[src/rtl/spl_pkg.sv]
// Shared definitions for the serial-parallel LED output block:
// FSM state encoding and a counter-width helper.
package spl_pkg;

    typedef enum logic [1:0] {
        ST_IDLE,
        ST_LOAD,
        ST_SHIFT,
        ST_LATCH
    } spl_state_e;

    // Returns at least 1 so that a counter for a modulus of 1 still has a bit.
    function automatic int clog2(input int value);
        int w;
        w = 1;
        while ((1 << w) < value) begin
            w++;
        end
        return w;
    endfunction

endpackage

[src/rtl/spl_clk_div.sv]
// Half-period tick generator for the LED shift clock: pulses tick once
// every CLK_DIV cycles, realigned to zero whenever restart is high.
module spl_clk_div
    import spl_pkg::*;
#(
    parameter int CLK_DIV = 2
) (
    input  logic clk,
    input  logic rst,
    input  logic restart,
    output logic tick
);

    localparam int CNT_W = clog2(CLK_DIV);

    logic [CNT_W-1:0] cnt;
    logic             at_end;

    assign at_end = (cnt == CNT_W'(CLK_DIV - 1));
    assign tick   = at_end && !restart;

    always_ff @(posedge clk or negedge rst) begin
        if (!rst) begin
            cnt <= '0;
        end else if (restart || at_end) begin
            cnt <= '0;
        end else begin
            cnt <= cnt + CNT_W'(1);
        end
    end

endmodule

[src/rtl/spl_shift_out.sv]
// Serialises a parallel word onto the LED shift-register chain with a
// one-deep pending-frame buffer, and holds a parallel GPIO register.
module spl_shift_out
    import spl_pkg::*;
#(
    parameter int DATA_W    = 32,
    parameter int GPIO_W    = 32,
    parameter int CLK_DIV   = 2,
    parameter int MSB_FIRST = 1
) (
    input  logic              clk,
    input  logic              rst,
    input  logic              start,
    input  logic              en,
    input  logic [DATA_W-1:0] p_data,
    output logic              led_clk,
    output logic              led_sout,
    output logic              led_clrn,
    output logic              led_pen,
    output logic [GPIO_W-1:0] gpio_out,
    output logic              busy,
    output logic              done
);

    localparam int BCNT_W = clog2(DATA_W + 1);

    spl_state_e        state, state_nx;
    logic [DATA_W-1:0] shreg, shreg_nx;
    logic [DATA_W-1:0] pend_data, pend_data_nx;
    logic              pend_valid, pend_valid_nx;
    logic              phase_high, phase_nx;
    logic [BCNT_W-1:0] bit_cnt, bit_cnt_nx;
    logic              pen_q, pen_nx;
    logic              clrn_q;
    logic              restart;
    logic              tick;
    logic [DATA_W-1:0] shifted;

    spl_clk_div #(
        .CLK_DIV(CLK_DIV)
    ) u_clk_div (
        .clk    (clk),
        .rst    (rst),
        .restart(restart),
        .tick   (tick)
    );

    // The bit on the wire always sits at the outgoing end of the shift register.
    assign shifted  = (MSB_FIRST != 0) ? {shreg[DATA_W-2:0], 1'b0} : {1'b0, shreg[DATA_W-1:1]};
    assign led_sout = (MSB_FIRST != 0) ? shreg[DATA_W-1] : shreg[0];
    assign led_clk  = (state == ST_SHIFT) && phase_high;
    assign led_pen  = pen_q;
    assign led_clrn = clrn_q;
    assign busy     = (state != ST_IDLE);

    always_ff @(posedge clk or negedge rst) begin
        if (!rst) begin
            state <= ST_IDLE;
        end else begin
            state <= state_nx;
        end
    end

    always_comb begin
        state_nx      = state;
        shreg_nx      = shreg;
        pend_data_nx  = pend_data;
        pend_valid_nx = pend_valid;
        phase_nx      = phase_high;
        bit_cnt_nx    = bit_cnt;
        pen_nx        = pen_q;
        restart       = 1'b0;
        done          = 1'b0;

        if (start && (state != ST_IDLE)) begin
            pend_data_nx  = p_data;
            pend_valid_nx = 1'b1;
        end

        case (state)
            ST_IDLE: begin
                if (start) begin
                    shreg_nx = p_data;
                    pen_nx   = 1'b0;
                    state_nx = ST_LOAD;
                end
            end
            ST_LOAD: begin
                restart    = 1'b1;
                bit_cnt_nx = BCNT_W'(DATA_W);
                phase_nx   = 1'b0;
                state_nx   = ST_SHIFT;
            end
            ST_SHIFT: begin
                if (tick) begin
                    if (!phase_high) begin
                        phase_nx = 1'b1;
                    end else begin
                        phase_nx = 1'b0;
                        if (bit_cnt == BCNT_W'(1)) begin
                            pen_nx   = 1'b1;
                            state_nx = ST_LATCH;
                        end else begin
                            bit_cnt_nx = bit_cnt - BCNT_W'(1);
                            shreg_nx   = shifted;
                        end
                    end
                end
            end
            ST_LATCH: begin
                if (tick) begin
                    done = 1'b1;
                    // A start arriving now is newer than any stored frame.
                    if (start || pend_valid) begin
                        shreg_nx      = start ? p_data : pend_data;
                        pend_valid_nx = 1'b0;
                        pen_nx        = 1'b0;
                        state_nx      = ST_LOAD;
                    end else begin
                        state_nx = ST_IDLE;
                    end
                end
            end
            default: begin
                state_nx = ST_IDLE;
            end
        endcase
    end

    always_ff @(posedge clk or negedge rst) begin
        if (!rst) begin
            shreg      <= '0;
            pend_data  <= '0;
            pend_valid <= 1'b0;
            phase_high <= 1'b0;
            bit_cnt    <= '0;
            pen_q      <= 1'b0;
            clrn_q     <= 1'b0;
            gpio_out   <= '0;
        end else begin
            shreg      <= shreg_nx;
            pend_data  <= pend_data_nx;
            pend_valid <= pend_valid_nx;
            phase_high <= phase_nx;
            bit_cnt    <= bit_cnt_nx;
            pen_q      <= pen_nx;
            clrn_q     <= 1'b1;
            if (en) begin
                gpio_out <= p_data[GPIO_W-1:0];
            end
        end
    end

endmodule

[config.mk]
export PLATFORM = sky130hd
export DESIGN_NAME = spl_shift_out
export DESIGN_NICKNAME = d
export VERILOG_FILES = /design/src/rtl/spl_pkg.sv /design/src/rtl/spl_clk_div.sv /design/src/rtl/spl_shift_out.sv
export SDC_FILE = /design/constraint.sdc
export NUM_CORES = 1
export LEC_CHECK = 0
export ABC_AREA = 1
export BUFFER_PORTS_ARGS = -buffer_cell sky130_fd_sc_hd__buf_2
export CAP_MARGIN = 15
export CORE_MARGIN = 2
export CORE_UTILIZATION = 45
export DETAILED_ROUTE_END_ITERATION = 10
export PLACE_DENSITY = 0.67
export SLEW_MARGIN = 25
export SYNTH_ARGS = -nofsm -noshare
export SYNTH_HDL_FRONTEND = slang
export SYNTH_SLANG_ARGS = --single-unit
[constraint.sdc]
create_clock -name clk -period 5.2 [get_ports clk]
set_input_delay 0.52 -clock clk [delete_from_list [all_inputs] [get_ports clk]]
set_output_delay 0.52 -clock clk [all_outputs]
set_load 0.01 [all_outputs]
# Word level (Yosys, flattened, before mapping)
# Cells that the tools add are included.
[totals] input_bits=36 word_cells=75 n_memories=0 latchBits=0 ram_bits=0 mem_bits_ro=0 out_inout_bits=38 reg_bits=109
[classes] mux=37 n_eq_ne=11 shift=0 n_div=0 n_lt_le_gt_ge=0 bitwise_logic=0 n_addsub=2 mul=0 n_reduce_logical=15
[op_table] operator="32-bit 2-to-1 mux" count=7
[op_table] operator="32-bit case mux with 3 select lines" count=1
[op_table] operator="6-bit 2-to-1 mux" count=3
[op_table] operator="1-bit 2-to-1 mux" count=17
[op_table] operator="7-bit AND reduction" count=2
[op_table] operator="2-bit inequality test, second input constant" count=6
[op_table] operator="6-bit case mux with 2 select lines" count=1
[op_table] operator="2-bit 2-to-1 mux" count=5
[op_table] operator="2-bit case mux with 4 select lines" count=1
[op_table] operator="6-bit by 1-bit == test with 1-bit output, second input constant" count=1
[op_table] operator="6-bit by 1-bit subtractor with 6-bit output, second input constant" count=1
[op_table] operator="5-bit AND reduction" count=1
[op_table] operator="2-bit == test, second input constant" count=2
[op_table] operator="4-bit AND reduction" count=1
[op_table] operator="2-bit nonzero test" count=2
[op_table] operator="1-bit logical AND" count=3
[op_table] operator="1-bit case mux with 3 select lines" count=1
[op_table] operator="3-bit nonzero test" count=1
[op_table] operator="2-bit by 1-bit == test with 1-bit output, second input constant" count=1
[op_table] operator="2-bit logical NOT" count=1
[op_table] operator="1-bit logical OR" count=2
[op_table] operator="2-bit by 1-bit inequality test with 1-bit output, second input constant" count=1
[op_table] operator="1-bit case mux with 2 select lines" count=1
[op_table] operator="2-bit AND reduction" count=1
[op_table] operator="other kinds (2)" count=2

# Depth between registers and ports, before layout
[logic_depth] word_depth=6 depth_mapped=11

# Hierarchy
# Synthesis repeated with hierarchy kept, for this count alone.
[unflattened] cells_unflattened=734 area_unflattened_um2=5500.3
[modules_own_cells] module="spl_shift_out" seq_area_each_um2=2702.6 n_inst=1 area_each_um2=5461.5 cells_each=730
[modules_own_cells] module="spl_clk_div" seq_area_each_um2=25.0 n_inst=1 area_each_um2=38.8 cells_each=4

# Worst setup path after synthesis
# OpenSTA, ideal clock, no wires.
[synth_timing] path_type="register to output" start="register state[0]" end="output led_clk" stages_incl_launch_ff=7 required_ns=4.680 setup_slack_ns=3.352 t_arrival_ns=1.328 path_cell_list="dfrtp_1 inv_1 ha_1 buf_2 buf_1 nand2_1 inv_1"
[synth_between] elab_chain_cells=2
[synth_lines] item="start: declaration" line="spl_shift_out.sv:27" rtl="spl_state_e state, state_nx;"
[synth_lines] item="start signal: assignment" line="spl_shift_out.sv:60" rtl="state <= state_nx;"
[synth_lines] item="2-bit == test" line="spl_shift_out.sv:51" rtl="assign led_clk = (state == ST_SHIFT) && phase_high;"
[synth_lines] item="1-bit logical AND" line="spl_shift_out.sv:51"
[synth_lines] item="end: declaration" line="spl_shift_out.sv:16" rtl="output logic led_clk,"
# Every way passes these cells.

# Worst setup path after layout
[layout_timing] start="register state[0]" end="register shreg[20]"
[layout_between] elab_chain_cells=6 word_cells_on_any_way=16 cone_classes="9 x eq/ne; 2 x mux; 5 x reduce/logical"
[layout_lines] item="2-bit by 1-bit == test with 1-bit output" line="spl_shift_out.sv:80" rtl="case (state)"
[layout_lines] item="1-bit 2-to-1 mux" line="spl_shift_out.sv:80"
[layout_lines] item="1-bit logical NOT" line="spl_clk_div.sv:20" rtl="assign tick = at_end && !restart;"
[layout_lines] item="1-bit logical AND" line="spl_clk_div.sv:20"
[layout_lines] item="2-bit inequality test (no source line)"
[layout_lines] item="7-bit AND reduction (no source line)"
[layout_lines] item="end signal: assignment" line="spl_shift_out.sv:141" rtl="shreg <= shreg_nx;"
[layout_lines] item="end: declaration" line="spl_shift_out.sv:28" rtl="logic [DATA_W-1:0] shreg, shreg_nx;"
# Several ways; a longest one is shown, not always the timed one.
# A chain may end at the register's enable or synchronous reset.

==> impl_metrics.csv <==
group,metric,value,unit
synthesis,synth_simple_gate_area_share,27.3,%
synthesis,ys_warn_count,0,
sta,max_slew_margin,44.9,%
floorplan,rows,39,
clocking,cts_tree,"done",
critical_path,reg2reg_slack,2.54,ns
clocking,post_cts_buffers,0,
sta,hold_violations,0,
route,drc,5,
sta,slew_viol_final,0,
status,violations,"design-rule violations",
sta,setup_violations,0,
route,via_per_inst,5.16,
route,drt-total-wl,12000,µm
critical_path,path_cells,"inv_1 -> ha_1 -> nand2_1 -> nand2_2 -> nor2_8 -> nand3_4 -> nand2_1 -> nand2_1",
route,first_iter_violations,348,
synthesis,seq_area_frac_synth,50.9,%
sta,finalClockSkew,0.00608,ns
critical_path,end_kind,"flip-flop",
final_layout,n_fill_cell,1131,
global_route,grt_max_degree,65,
sta,finalCritPeriodShare,51.1,%
critical_path,cp.arrival,2.89,ns
clocking,clkTransAtPathRegs,0.07,ns
critical_path,r2r_end,"shreg[20]",
synthesis,synth-seq-cells,109,
route,vias,4585,
sta,layout_min_cycle_time,2.66,ns
floorplan,die_area,0.0128,mm²
clocking,clk_path_buf_depth,2,
critical_path,cp_slowest_cell,"ha_1",
synthesis,syn_inst,693,
clocking,clk_latency,0.35,ns
clocking,cts-root-buf,"clkbuf_16",
critical_path,r2r-start,"state[0]",
critical_path,crit_path_frequent_cell,"nand2_1",
route,ant_nets,0,
critical_path,required,5.44,ns
global_route,antenna_found_initial,0,
status,status,"complete, but fails checks",
clocking,cts_resized,0,
critical_path,cp-start-kind,"flip-flop",
sta,fin_setup_tns,0,ns
critical_path,r2r_cells,8,
floorplan,ios,74,
run,maxCapViolations,0,
floorplan,die_h,113,µm
synthesis,synth_top_area_share,50.9,%
final_layout,stdcell_area,0.00605,mm²
critical_path,crit_family,"simple AND/OR/NAND/NOR gates",
global_route,gr-usage-all-layers,19.8,%
final_layout,drive_gt1_share,13.5,%
final_layout,area_delta_synth_final,13.0,%
pwr,ir_worst_vdd,262,µV
final_layout,diodes,0,
synthesis,synth_area_leaders,"dfrtp_1, nand2_1, nand3_1",
placement,portBuffers,73,
route,wl_per_cell,13.5,µm
synthesis,synthMuxAreaShare,0,%
sta,rsz0062_at_grt,"no",
synthesis,syn-mean-instance-area,7.73,µm²
critical_path,path_buf_inv,1,
global_route,overflow,0,
synthesis,synth.distinct_cells,27,
clocking,htreeDepth,3,
synthesis,synth_top_family_by_area,"simple AND/OR/NAND/NOR gates",
sta,tightest_slew,0.826,ns
synthesis,synth_compound_area_share,11.7,%
worst_hold_path,min_path_type,"in2async",
placement,post-dp-hpwl,7720,µm
synthesis,synth_fa_ha_area_share,1.40,%
floorplan,start_util,46.5,%
route,firstDrtPassIters,8,
pwr,leakage,3.12,nW
placement,gp_congestion,0.791,
global_route,grt_first_pass_wirelength,20700,µm
critical_path,crit_fanout,37,
clocking,postCtsHoldBufs,0,
synthesis,yosys.area.top_type,"dfrtp_1",
synthesis,syn-num-nets,735,
floorplan,coreArea,0.0115,mm²
floorplan,die_w,113,µm
synthesis,synth_xor_area_share,0.490,%
placement,placed_area,0.00575,mm²
critical_path,slowest_delay,0.49,ns
clocking,cts.sinks,109,
pwr,power_density,575,mW/mm²
synthesis,syn_area,0.00536,mm²
critical_path,worst-setup-path-type,"reg2reg",
sta,fmax,377,MHz
final_layout,final_nets,783,
global_route,grt_pass1_vias,4459,
clocking,numCtsBuffers,9,
## layout make-up
type | count | area [µm²] | area share (%)
multi-input combinational | 479 | 2210 | 36.4
tap | 143 | 179 | 2.96
clock buffer | 10 | 239 | 3.95
timing repair buffer | 76 | 393 | 6.49
clock inverter | 6 | 62.6 | 1.03
sequential | 109 | 2730 | 45.1
inverter | 66 | 248 | 4.09
## registers in the layout, summed over array words and instances (netlist names)
register / flops
gpio_out: 32
pend_data: 32
shreg: 32
bit_cnt: 6
state: 2
led_clrn: 1
led_pen: 1
pend_valid: 1
phase_high: 1
u_clk_div.at_end: 1
## cell usage after synthesis (all sizes together)
library cell and n:
inv 66, xor2 2, buf 26, xnor2 1
a21oi 32, a21boi 14, nor2 63, nand4 3
clkbuf 13, nand3 74, nand2 211, o22ai 1
conb 1, o21ai 71, ha 6, dfrtp 109
## metrics by stage
stage / hold slack, ns / instances / util (%) / power [mW] / worst slack, ns
5_1_grt: 0.346 / 889 / 52.6 / 3.80 / 2.25
6_report: 0.273 / 889 / 52.6 / 3.48 / 2.54
3_3_place_gp: 0.420 / 873 / 49.8 / 2.74 / 2.15
3_5_place_dp: 0.429 / 873 / 49.9 / 2.80 / 2.20
4_1_cts: 0.302 / 889 / 52.6 / 3.51 / 2.53
2_1_floorplan: 0.224 / 693 / - / 2.50 / 3.35
## worst reg2reg max path, cell delays in order (launching register included)
cell and delay, ns:
dfrtp_1 0.43, inv_1 0.11, ha_1 0.49, nand2_1 0.25, nand2_2 0.11, nor2_8 0.46, nand3_4 0.45, nand2_1 0.18
nand2_1 0.06
## metal layers
layer / GRT usage, % / wire length, µm / vias up
li1: - / - / 2294
met1: 26.0 / 5550 / 2152
met2: 32.7 / 5590 / 120
met3: 3.48 / 598 / 19
met4: 7.72 / 231 / 0
met5: 0 / 0 / -
## layout by cell type, fill, tap and decap left out
| cell | count |
|---|---|
| xor2_1 | 2 |
| nand3_1 | 73 |
| nand2_2 | 1 |
| nor2_2 | 1 |
| bufinv_16 | 1 |
| o21ai_1 | 12 |
| buf_4 | 5 |
| a21boi_0 | 11 |
| a21boi_1 | 3 |
| clkbuf_8 | 1 |
| nor2_4 | 3 |
| clkbuf_16 | 9 |
| dfrtp_1 | 109 |
| xnor2_1 | 1 |
| ha_1 | 6 |
| clkinv_2 | 3 |
| a21oi_1 | 32 |
| o21ai_0 | 59 |
| buf_2 | 71 |
| inv_1 | 64 |
| conb_1 | 1 |
| clkinv_4 | 2 |
| nor2_1 | 58 |
| nand3_4 | 1 |
| nand4_1 | 3 |
| o22ai_1 | 1 |
| inv_2 | 2 |
| nand2_1 | 210 |
| nor2_8 | 1 |
## how the worst max path moves through the flow
stage | depth (start not counted) | slack (ns) | startpoint | end
floorplan | 6 | 3.35 | state[0] | led_clk
finish | 8 | 2.54 | state[0] | shreg[20]
detailed placement | 8 | 2.20 | start | shreg[0]
global route | 8 | 2.25 | state[0] | shreg[6]
CTS | 8 | 2.53 | state[0] | shreg[16]
global placement | 7 | 2.15 | start | shreg[16]
## power breakdown
part	internal, mW	leakage (nW)	switching (mW)	total, mW
clock	0.386	0.152	0.314	0.700
combinational	0.484	1.65	0.975	1.46
sequential	1.16	1.31	0.158	1.32
total	2.03	3.12	1.45	3.48
## cells by family after synthesis
family          count (synthesis)
xor+xnor                        3
simple gates                  351
compound gates                118
buf+inv                       105
fa+ha+maj                       6
other cells                     1
flops                         109
Note: power is estimated with default switching activity, not from simulation.
